`src/rtl/config_frame_loader.sv`:
```
// Configuration bitstream parser: waits for a sync word, then decodes header/frame-data
// groups into a column select, a registered frame word and a one-hot per-frame write strobe.
module config_frame_loader #(
    parameter logic [31:0] SYNC_PATTERN   = 32'hFAB0_FAB1,
    parameter int          COLUMNS        = 16,
    parameter int          FRAMES_PER_COL = 20
) (
    input  logic                      clk,
    input  logic                      resetn,
    input  logic [31:0]               in_data,
    input  logic                      in_strobe,
    input  logic                      in_active,
    output logic [31:0]               frame_data,
    output logic [COLUMNS-1:0]        frame_col_sel,
    output logic [FRAMES_PER_COL-1:0] frame_strobe,
    output logic                      busy,
    output logic                      done,
    output logic                      error
);

    localparam int IDX_W = 9;

    typedef enum logic [1:0] {
        S_SYNC,
        S_HEADER,
        S_DATA,
        S_ERROR
    } state_t;

    state_t state_reg, state_next;

    logic [15:0]      hdr_count;
    logic [7:0]       hdr_col;
    logic [7:0]       hdr_start;
    logic             col_bad;
    logic             frame_bad;

    logic [IDX_W-1:0] index_reg;
    logic [15:0]      remaining_reg;
    logic             pend_valid_reg;
    logic [IDX_W-1:0] pend_idx_reg;
    logic             pend_last_reg;
    logic             strobe_last_reg;

    logic             load_hdr;
    logic             load_data;
    logic             last_word;
    logic             set_err;
    logic             clr_err;
    logic             done_next;

    logic [COLUMNS-1:0]        col_onehot;
    logic [FRAMES_PER_COL-1:0] strobe_onehot;

    assign hdr_count = in_data[31:16];
    assign hdr_col   = in_data[15:8];
    assign hdr_start = in_data[7:0];

    // 17-bit sum so a huge count can never wrap back into range
    assign col_bad   = ({1'b0, hdr_col} >= 9'(COLUMNS));
    assign frame_bad = (({1'b0, hdr_count} + {9'b0, hdr_start}) > 17'(FRAMES_PER_COL));

    generate
        for (genvar gi = 0; gi < COLUMNS; gi++) begin : g_col_dec
            assign col_onehot[gi] = (hdr_col == 8'(gi));
        end
        for (genvar gi = 0; gi < FRAMES_PER_COL; gi++) begin : g_strobe_dec
            assign strobe_onehot[gi] = pend_valid_reg && (pend_idx_reg == IDX_W'(gi));
        end
    endgenerate

    always_ff @(posedge clk or negedge resetn) begin
        if (!resetn) begin
            state_reg <= S_SYNC;
        end else begin
            state_reg <= state_next;
        end
    end

    always_comb begin
        state_next = state_reg;
        load_hdr   = 1'b0;
        load_data  = 1'b0;
        last_word  = 1'b0;
        set_err    = 1'b0;
        clr_err    = 1'b0;
        done_next  = 1'b0;
        // A dropped session flag wins over everything, including a coincident strobe
        if (!in_active) begin
            state_next = S_SYNC;
        end else begin
            case (state_reg)
                S_SYNC: begin
                    if (in_strobe && (in_data == SYNC_PATTERN)) begin
                        state_next = S_HEADER;
                        clr_err    = 1'b1;
                    end
                end
                S_HEADER: begin
                    if (in_strobe) begin
                        if (hdr_count == 16'd0) begin
                            done_next  = 1'b1;
                            state_next = S_SYNC;
                        end else if (col_bad || frame_bad) begin
                            set_err    = 1'b1;
                            state_next = S_ERROR;
                        end else begin
                            load_hdr   = 1'b1;
                            state_next = S_DATA;
                        end
                    end
                end
                S_DATA: begin
                    if (in_strobe) begin
                        load_data = 1'b1;
                        if (remaining_reg == 16'd1) begin
                            last_word  = 1'b1;
                            state_next = S_HEADER;
                        end
                    end
                end
                default: begin
                    state_next = S_ERROR;
                end
            endcase
        end
    end

    always_ff @(posedge clk or negedge resetn) begin
        if (!resetn) begin
            frame_data      <= '0;
            frame_col_sel   <= '0;
            frame_strobe    <= '0;
            busy            <= 1'b0;
            done            <= 1'b0;
            error           <= 1'b0;
            index_reg       <= '0;
            remaining_reg   <= '0;
            pend_valid_reg  <= 1'b0;
            pend_idx_reg    <= '0;
            pend_last_reg   <= 1'b0;
            strobe_last_reg <= 1'b0;
        end else begin
            busy <= (state_next == S_HEADER) || (state_next == S_DATA);
            done <= done_next;

            if (set_err) begin
                error <= 1'b1;
            end else if (clr_err) begin
                error <= 1'b0;
            end

            if (load_hdr) begin
                index_reg     <= {1'b0, hdr_start};
                remaining_reg <= hdr_count;
            end else if (load_data) begin
                index_reg     <= index_reg + 1'b1;
                remaining_reg <= remaining_reg - 16'd1;
            end

            if (load_data) begin
                frame_data   <= in_data;
                pend_idx_reg <= index_reg;
            end

            // Strobe trails the data by one cycle; the column stays selected through it
            pend_valid_reg  <= load_data;
            pend_last_reg   <= last_word;
            frame_strobe    <= in_active ? strobe_onehot : '0;
            strobe_last_reg <= in_active && pend_last_reg;

            if (!in_active) begin
                frame_col_sel <= '0;
            end else if (load_hdr) begin
                frame_col_sel <= col_onehot;
            end else if (strobe_last_reg) begin
                frame_col_sel <= '0;
            end
        end
    end

endmodule

```
`config.mk`:
```
export PLATFORM = sky130hd
export DESIGN_NAME = config_frame_loader
export DESIGN_NICKNAME = d
export VERILOG_FILES = /design/src/rtl/config_frame_loader.sv
export SDC_FILE = /design/constraint.sdc
export NUM_CORES = 1
export LEC_CHECK = 0
export ABC_AREA = 1
export CORE_ASPECT_RATIO = 1.75
export CORE_MARGIN = 5
export CORE_UTILIZATION = 58
export CTS_BUF_LIST = sky130_fd_sc_hd__clkbuf_4
export DETAILED_ROUTE_END_ITERATION = 7
export GPL_ROUTABILITY_DRIVEN = 0
export PLACE_DENSITY = 0.9
export SLEW_MARGIN = 10
export SYNTH_ARGS = -nofsm -noshare
export SYNTH_HDL_FRONTEND = slang
export SYNTH_SLANG_ARGS = --single-unit
```
`constraint.sdc`:
```
create_clock -name clk -period 5.8 [get_ports clk]
set_input_delay 1.74 -clock clk [delete_from_list [all_inputs] [get_ports clk]]
set_output_delay 1.74 -clock clk [all_outputs]
set_load 0.02 [all_outputs]
```
==> results of run 1 <==
-- layout by cell type, fill, tap and decap left out, drive strengths merged --
cell / instances
dfrtp: 110
inv: 104
nand3: 71
xor2: 16
o211ai: 6
a21boi: 1
or2: 2
fa: 1
nand2: 215
buf: 4
ha: 11
clkdlybuf4s50: 105
clkinv: 3
o22ai: 2
nor3: 12
nand4: 13
nor3b: 1
nor2: 69
clkinvlp: 1
clkbuf: 10
o21ai: 63
a21oi: 4
xnor2: 1
nand3b: 3
nor4: 11
diode: 1
a21o: 1
-- per-layer routing --
metal / global-route usage (%) / routed length, um / vias to the layer above
met2: 47.7 / 8170 / 234
met1: 26.9 / 5110 / 2515
met4: 16.6 / 874 / 0
met3: 3.79 / 909 / 65
met5: 0 / 0 / -
li1: - / - / 2545
-- power by group --
part	internal [mW]	switching (mW)	leakage, nW
Sequential	0.791	0.0181	1.47
Combinational	0.0935	0.154	2.02
Clock	0.0965	0.250	0.0663
Total	0.981	0.422	3.55
-- worst max-delay path: cells and delay by family --
family | cells | cell delay (ps)
compound gates | 1 | 150
buf+inv | 2 | 610
fa+ha+maj | 2 | 700
simple gates | 11 | 1690
-- final cells by class --
type / count / area [um^2] / area share (%)
inverters: 102 / 383 / 5.52
flip-flops and latches: 110 / 2750 / 39.7
multi-input cells: 503 / 2440 / 35.2
diodes: 1 / 2.50 / 0.0361
repair buffers: 109 / 1080 / 15.6
clock inverters: 6 / 45.0 / 0.649
clock buffers: 10 / 75.1 / 1.08
well taps: 122 / 153 / 2.20
-- cells by family after synthesis --
kind of cell	synth area share, %
AO/OA/AOI/OAI	7.28
AND/OR/NAND/NOR	30.3
flip-flops	48.5
XOR/XNOR	2.62
adder cells (fa/ha/maj)	2.78
buffers and inverters	8.49
-- how the worst min path moves through the flow --
stage | start | to | slack [ps]
floorplan | pend_last_reg | strobe_last_reg | 410
global placement | pend_last_reg | strobe_last_reg | 430
detailed placement | pend_last_reg | strobe_last_reg | 430
CTS | pend_last_reg | strobe_last_reg | 460
global route | pend_last_reg | strobe_last_reg | 510
finish | pend_last_reg | strobe_last_reg | 460
-- per-stage QoR --
stage	util [%]	worst slack [ps]	cell area, um^2	total power [mW]
4_1_cts	72.8	1340	6930	1.41
3_5_place_dp	71.5	843	6810	1.07
3_3_place_gp	71.5	984	6810	1.06
5_1_grt	72.8	956	6940	1.47
6_report	72.8	1240	6940	1.40
2_1_floorplan	-	2000	5670	0.953
==> reports/results.txt, run 1 <==
chip height - 141 um
die width - 84.8 um
share of the synthesized area in the top cell type - 48.5%
syn nets - 783
Worst Hold Slack - 461 ps
Largest Register - frame_data
Leak - 3.55 nW
First DRT Iteration DRCs - 519
post-DP HPWL - 11600 um
cell breakdown of the critical path - clkdlybuf4s50_1 -> ha_1 -> fa_1 -> or2_2 -> nor2_1 -> nand3_1 -> nor2_1 -> nand2_1 -> nand2_1 -> nand3_1 -> nor2_1 -> nand2_1 -> inv_2 -> nand2_4 -> nand2_1 -> o21ai_0
All-Layer GR Usage - 25.9%
post-layout min period - 4560 ps
CP Launch Type - input port
critical path required time - 6150 ps
Placed Cells - 946
CTS H-Tree Depth - 3
Max Root-Sink Buffers - 2
Detail Route Antenna Nets - 0
Netlist Area Pre-Place - 5670 um^2
Vias/cell - 5.56
setup bufs post-CTS - 0
CP max-delay cell - clkdlybuf4s50_1
Achievable Freq - 0.219 GHz
Post-synth ARST share - 100%
number of iterations in the first detailed-routing pass - 5
Worst setup EP type - flop
top_reg_cell synth - dfrtp_1
area leader, netlist - dfrtp_1
Reg clk slew, reported paths - 170 ps
crit-path most repeated cell - nand2_1
worst-path fanout max - 61
Slew @ Worst Pin - 1160 ps
count leader, synth - nand2_1
slowest stage delay, CP - 530 ps
worst hold path depth - 2
Seq/Total Area, Yosys - 48.5%
gr ovfl total - 0
Setup crit end - remaining_reg[14]
worst reg2reg startpoint - remaining_reg[0]
P&R area growth vs syn - 22.3%
CTS tree - yes
Final Hold Viols - 0
CP startpoint - in_data[16]
Ys Warns - 0
Max-Cap Viols - 0
skew final - 24.3 ps
port bufs - 106
filler cell count - 737
max reg flops - 32
flop-to-flop setup slack - 3580 ps
R2R depth - 11
CP Data Arrival Time - 4910 ps
fin cells - 963
PD cells - 202 nW/um^2
slew margin rel. - 22.3%
Post-CTS Hold Buffers - 0
worst skew pair latency - 470 ps
CTS Root Cell - clkbuf_4
Largest regs - frame_data (32), frame_strobe (20)
path type of the worst min-delay path - flop to flop
initial antenna violation count - 1
io pins - 107
VDD IR max - 0.000151 V
first-pass GRT wire length - 24600 um
DRC - 0
Yosys cell types - 34
final setup violation count - 0
Mapped Cells - 735
largest net degree at the start of global routing - 90
via count - 5359
number of synthesized flops with an enable pin - 0
share of layout cells above drive strength 1 - 4.17%
unrepaired setup endpoints after global routing - false
drt wl/cell - 15.6 um
Die Area - 11900 um^2
Mean Syn Cell Area - 7.72 um^2
Detailed Route WL - 15100 um
Synth Register Bits - 110
TritonCTS Buffers - 9
vias in the first global route - 5336
nets - 883
quantity of gates resized following cts - 0
kind of critical path - input port to flop
Worst R2R End - remaining_reg[14]
Final period util - 78.6%
top post-synthesis cells by area - dfrtp_1 (49%), nand2_1 (14%), inv_1 (6.6%)
Initial Utilization - 59.5%
status - finished clean
Final Slew Violations - 0
FP Rows - 47
Commonest cells post-synth - nand2_1 (211), dfrtp_1 (110), inv_1 (100)
setup TNS - 0 ps
Core Region - 9530 um^2
CTS sink cnt - 110
Note: power is estimated with default switching activity, not from simulation.
==> run 2: changes to the inputs <==
--- a/config.mk
+++ b/config.mk
@@ -8,11 +8,11 @@
 export ABC_AREA = 1
 export CORE_ASPECT_RATIO = 1.75
 export CORE_MARGIN = 5
-export CORE_UTILIZATION = 58
+export CORE_UTILIZATION = 54
 export CTS_BUF_LIST = sky130_fd_sc_hd__clkbuf_4
 export DETAILED_ROUTE_END_ITERATION = 7
 export GPL_ROUTABILITY_DRIVEN = 0
-export PLACE_DENSITY = 0.9
+export PLACE_DENSITY = 0.84
 export SLEW_MARGIN = 10
 export SYNTH_ARGS = -nofsm -noshare
 export SYNTH_HDL_FRONTEND = slang
==> constraint.sdc (replaced) <==
create_clock -name clk -period 4.4 [get_ports clk]
set_input_delay 1.32 -clock clk [delete_from_list [all_inputs] [get_ports clk]]
set_output_delay 1.32 -clock clk [all_outputs]
set_load 0.02 [all_outputs]
==> run 2 against run 1 <==
Design area is 0.97% higher. Sequential share of layout area shrank 0.38 points. Routed wire length up 2.9%. Final cell count rose by 0.93%. Via count down 0.11%. Utilization down 4.8 points. Combinational power rose by 33%. First-iteration DRC count down 18%. Largest power group unchanged. Highest routed layer unchanged.
==> reports/results.txt, run 2 (synthesized netlist as in run 1, its figures left out) <==
die width - 87.5 um
First DRT Iteration DRCs - 423
Detailed Route WL - 15500 um
status - finished clean
fin cells - 972
max reg flops - 32
unrepaired setup endpoints after global routing - false
CTS H-Tree Depth - 3
Largest Register - frame_data
most common cell after layout, fill and taps aside - nand2_1
post-layout min period - 3820 ps
All-Layer GR Usage - 25.2%
Placed Cells - 955
PD cells - 268 nW/um^2
Max Root-Sink Buffers - 2
worst-path fanout max - 45
slowest stage delay, CP - 550 ps
path type of the worst min-delay path - flop to flop
CTS Root Cell - clkbuf_4
final setup violation count - 0
kind of critical path - input port to flop
Initial Utilization - 55.1%
Final Slew Violations - 0
CP Data Arrival Time - 4250 ps
TritonCTS Buffers - 9
setup bufs post-CTS - 0
quantity of gates resized following cts - 0
critical path required time - 4830 ps
io pins - 107
CP delay by family, top - simple AND/OR/NAND/NOR gates
Reg clk slew, reported paths - 180 ps
first-pass GRT wire length - 25600 um
CP Launch Type - input port
gr ovfl total - 0
commonest non-fill, non-tap cells in the layout - nand2_1 (211), dfrtp_1 (110), clkdlybuf4s50_1 (105)
Die Area - 12700 um^2
Post-CTS Hold Buffers - 0
Pwr Total - 1.88 mW
drt wl/cell - 16.0 um
buffer and inverter count on the worst path - 3
Worst Hold Slack - 509 ps
number of iterations in the first detailed-routing pass - 5
post-DP HPWL - 12000 um
Final Hold Viols - 0
crit-path most repeated cell - nand2_1
P&R area growth vs syn - 23.4%
initial antenna violation count - 1
CTS tree - yes
share of layout cells above drive strength 1 - 4.62%
skew final - 26.0 ps
chip height - 146 um
Core Region - 10300 um^2
Max-Cap Viols - 0
flop-to-flop setup slack - 2160 ps
Final period util - 86.7%
slew margin rel. - 43.7%
Largest regs - frame_data (32), frame_strobe (20)
vias in the first global route - 5404
worst skew pair latency - 470 ps
Detail Route Antenna Nets - 0
via count - 5353
largest net degree at the start of global routing - 85
Vias/cell - 5.51
DRC - 0
CTS sink cnt - 110
cell breakdown of the critical path - clkdlybuf4s50_1 -> ha_1 -> fa_1 -> or2_2 -> nor2_1 -> nand3_1 -> nor2_1 -> nand2_1 -> nand2_1 -> nand3_1 -> nor2_1 -> nand2_1 -> inv_2 -> nand2_4 -> buf_12 -> nor2_4 -> nand2_1 -> nand2_1
nets - 887
Slew @ Worst Pin - 844 ps
port bufs - 106
Worst setup EP type - flop
VDD IR max - 0.000161 V
setup TNS - 0 ps
FP Rows - 49
CP max-delay cell - clkdlybuf4s50_1
Leak - 3.59 nW
Achievable Freq - 0.262 GHz
-- run 2: cell types whose count changed in the layout (fill, tap and decap cells not counted) --
| cell | before | now |
|---|---|---|
| buf_4 | 4 | 6 |
| clkinv_4 | 1 | 2 |
| inv_6 | 1 | 0 |
| buf_12 | 0 | 2 |
| clkbuf_4 | 10 | 11 |
| clkinv_2 | 1 | 0 |
| clkinvlp_4 | 1 | 0 |
| inv_8 | 1 | 2 |
-- run 2: power breakdown --
| part | switching [mW] | internal, mW |
|---|---|---|
| registers | 0.0239 | 1.04 |
| clock network | 0.344 | 0.138 |
| logic | 0.206 | 0.126 |
-- run 2: area by class of cell --
cell class | count | area (um^2)
inverter | 102 | 383
timing repair buffer | 113 | 1140
tap | 127 | 159
fill | 813 | 3300
clock inverter | 5 | 43.8
multi-input combinational | 503 | 2440
clock buffer | 11 | 82.6
sequential | 110 | 2750
antenna | 1 | 2.50
-- run 2: tightest hold or removal path: cells and delay by family (launching register included) --
family	cells	cell delay (ps)
flops	1	380
compound gates	1	60
simple gates	1	50
-- run 2: path summary, 6_finish.rpt --
check | cells after the start | start | end
setup / recovery | 18 | in_data[16] | frame_col_sel[9]
hold / removal | 2 | frame_data[29] | frame_data[29]
setup reg to reg | 10 | remaining_reg[2] | remaining_reg[15]
hold reg to reg | 2 | frame_data[29] | frame_data[29]
max in group asynchronous | 2 | resetn | frame_col_sel[3]
min in group asynchronous | 1 | resetn | remaining_reg[9]
-- run 2: layer usage --
layer,GRT usage (%),vias to the layer above,wire length (um)
li1,-,2550,-
met1,27.7,2510,5310
met2,45.5,230,8530
met3,3.46,63,856
met4,13.1,0,810
met5,0,-,0
-- run 2: metrics by stage --
step	worst slack (ps)	utilization, %	cell area (um^2)
global placement	203	66.7	6870
CTS	634	68.0	7000
finish	584	68.0	7000
detailed placement	115	66.7	6870
floorplan	1020	-	5670
global route	336	68.0	7000
==> run 3: changes to the inputs <==
--- a/config.mk
+++ b/config.mk
@@ -13,6 +13,7 @@
 export DETAILED_ROUTE_END_ITERATION = 7
 export GPL_ROUTABILITY_DRIVEN = 0
 export PLACE_DENSITY = 0.84
+export SKIP_LAST_GASP = 1
 export SLEW_MARGIN = 10
 export SYNTH_ARGS = -nofsm -noshare
 export SYNTH_HDL_FRONTEND = slang
==> results of run 3 <==
The final DEF is identical to that of run 2; final timing and power are the same.
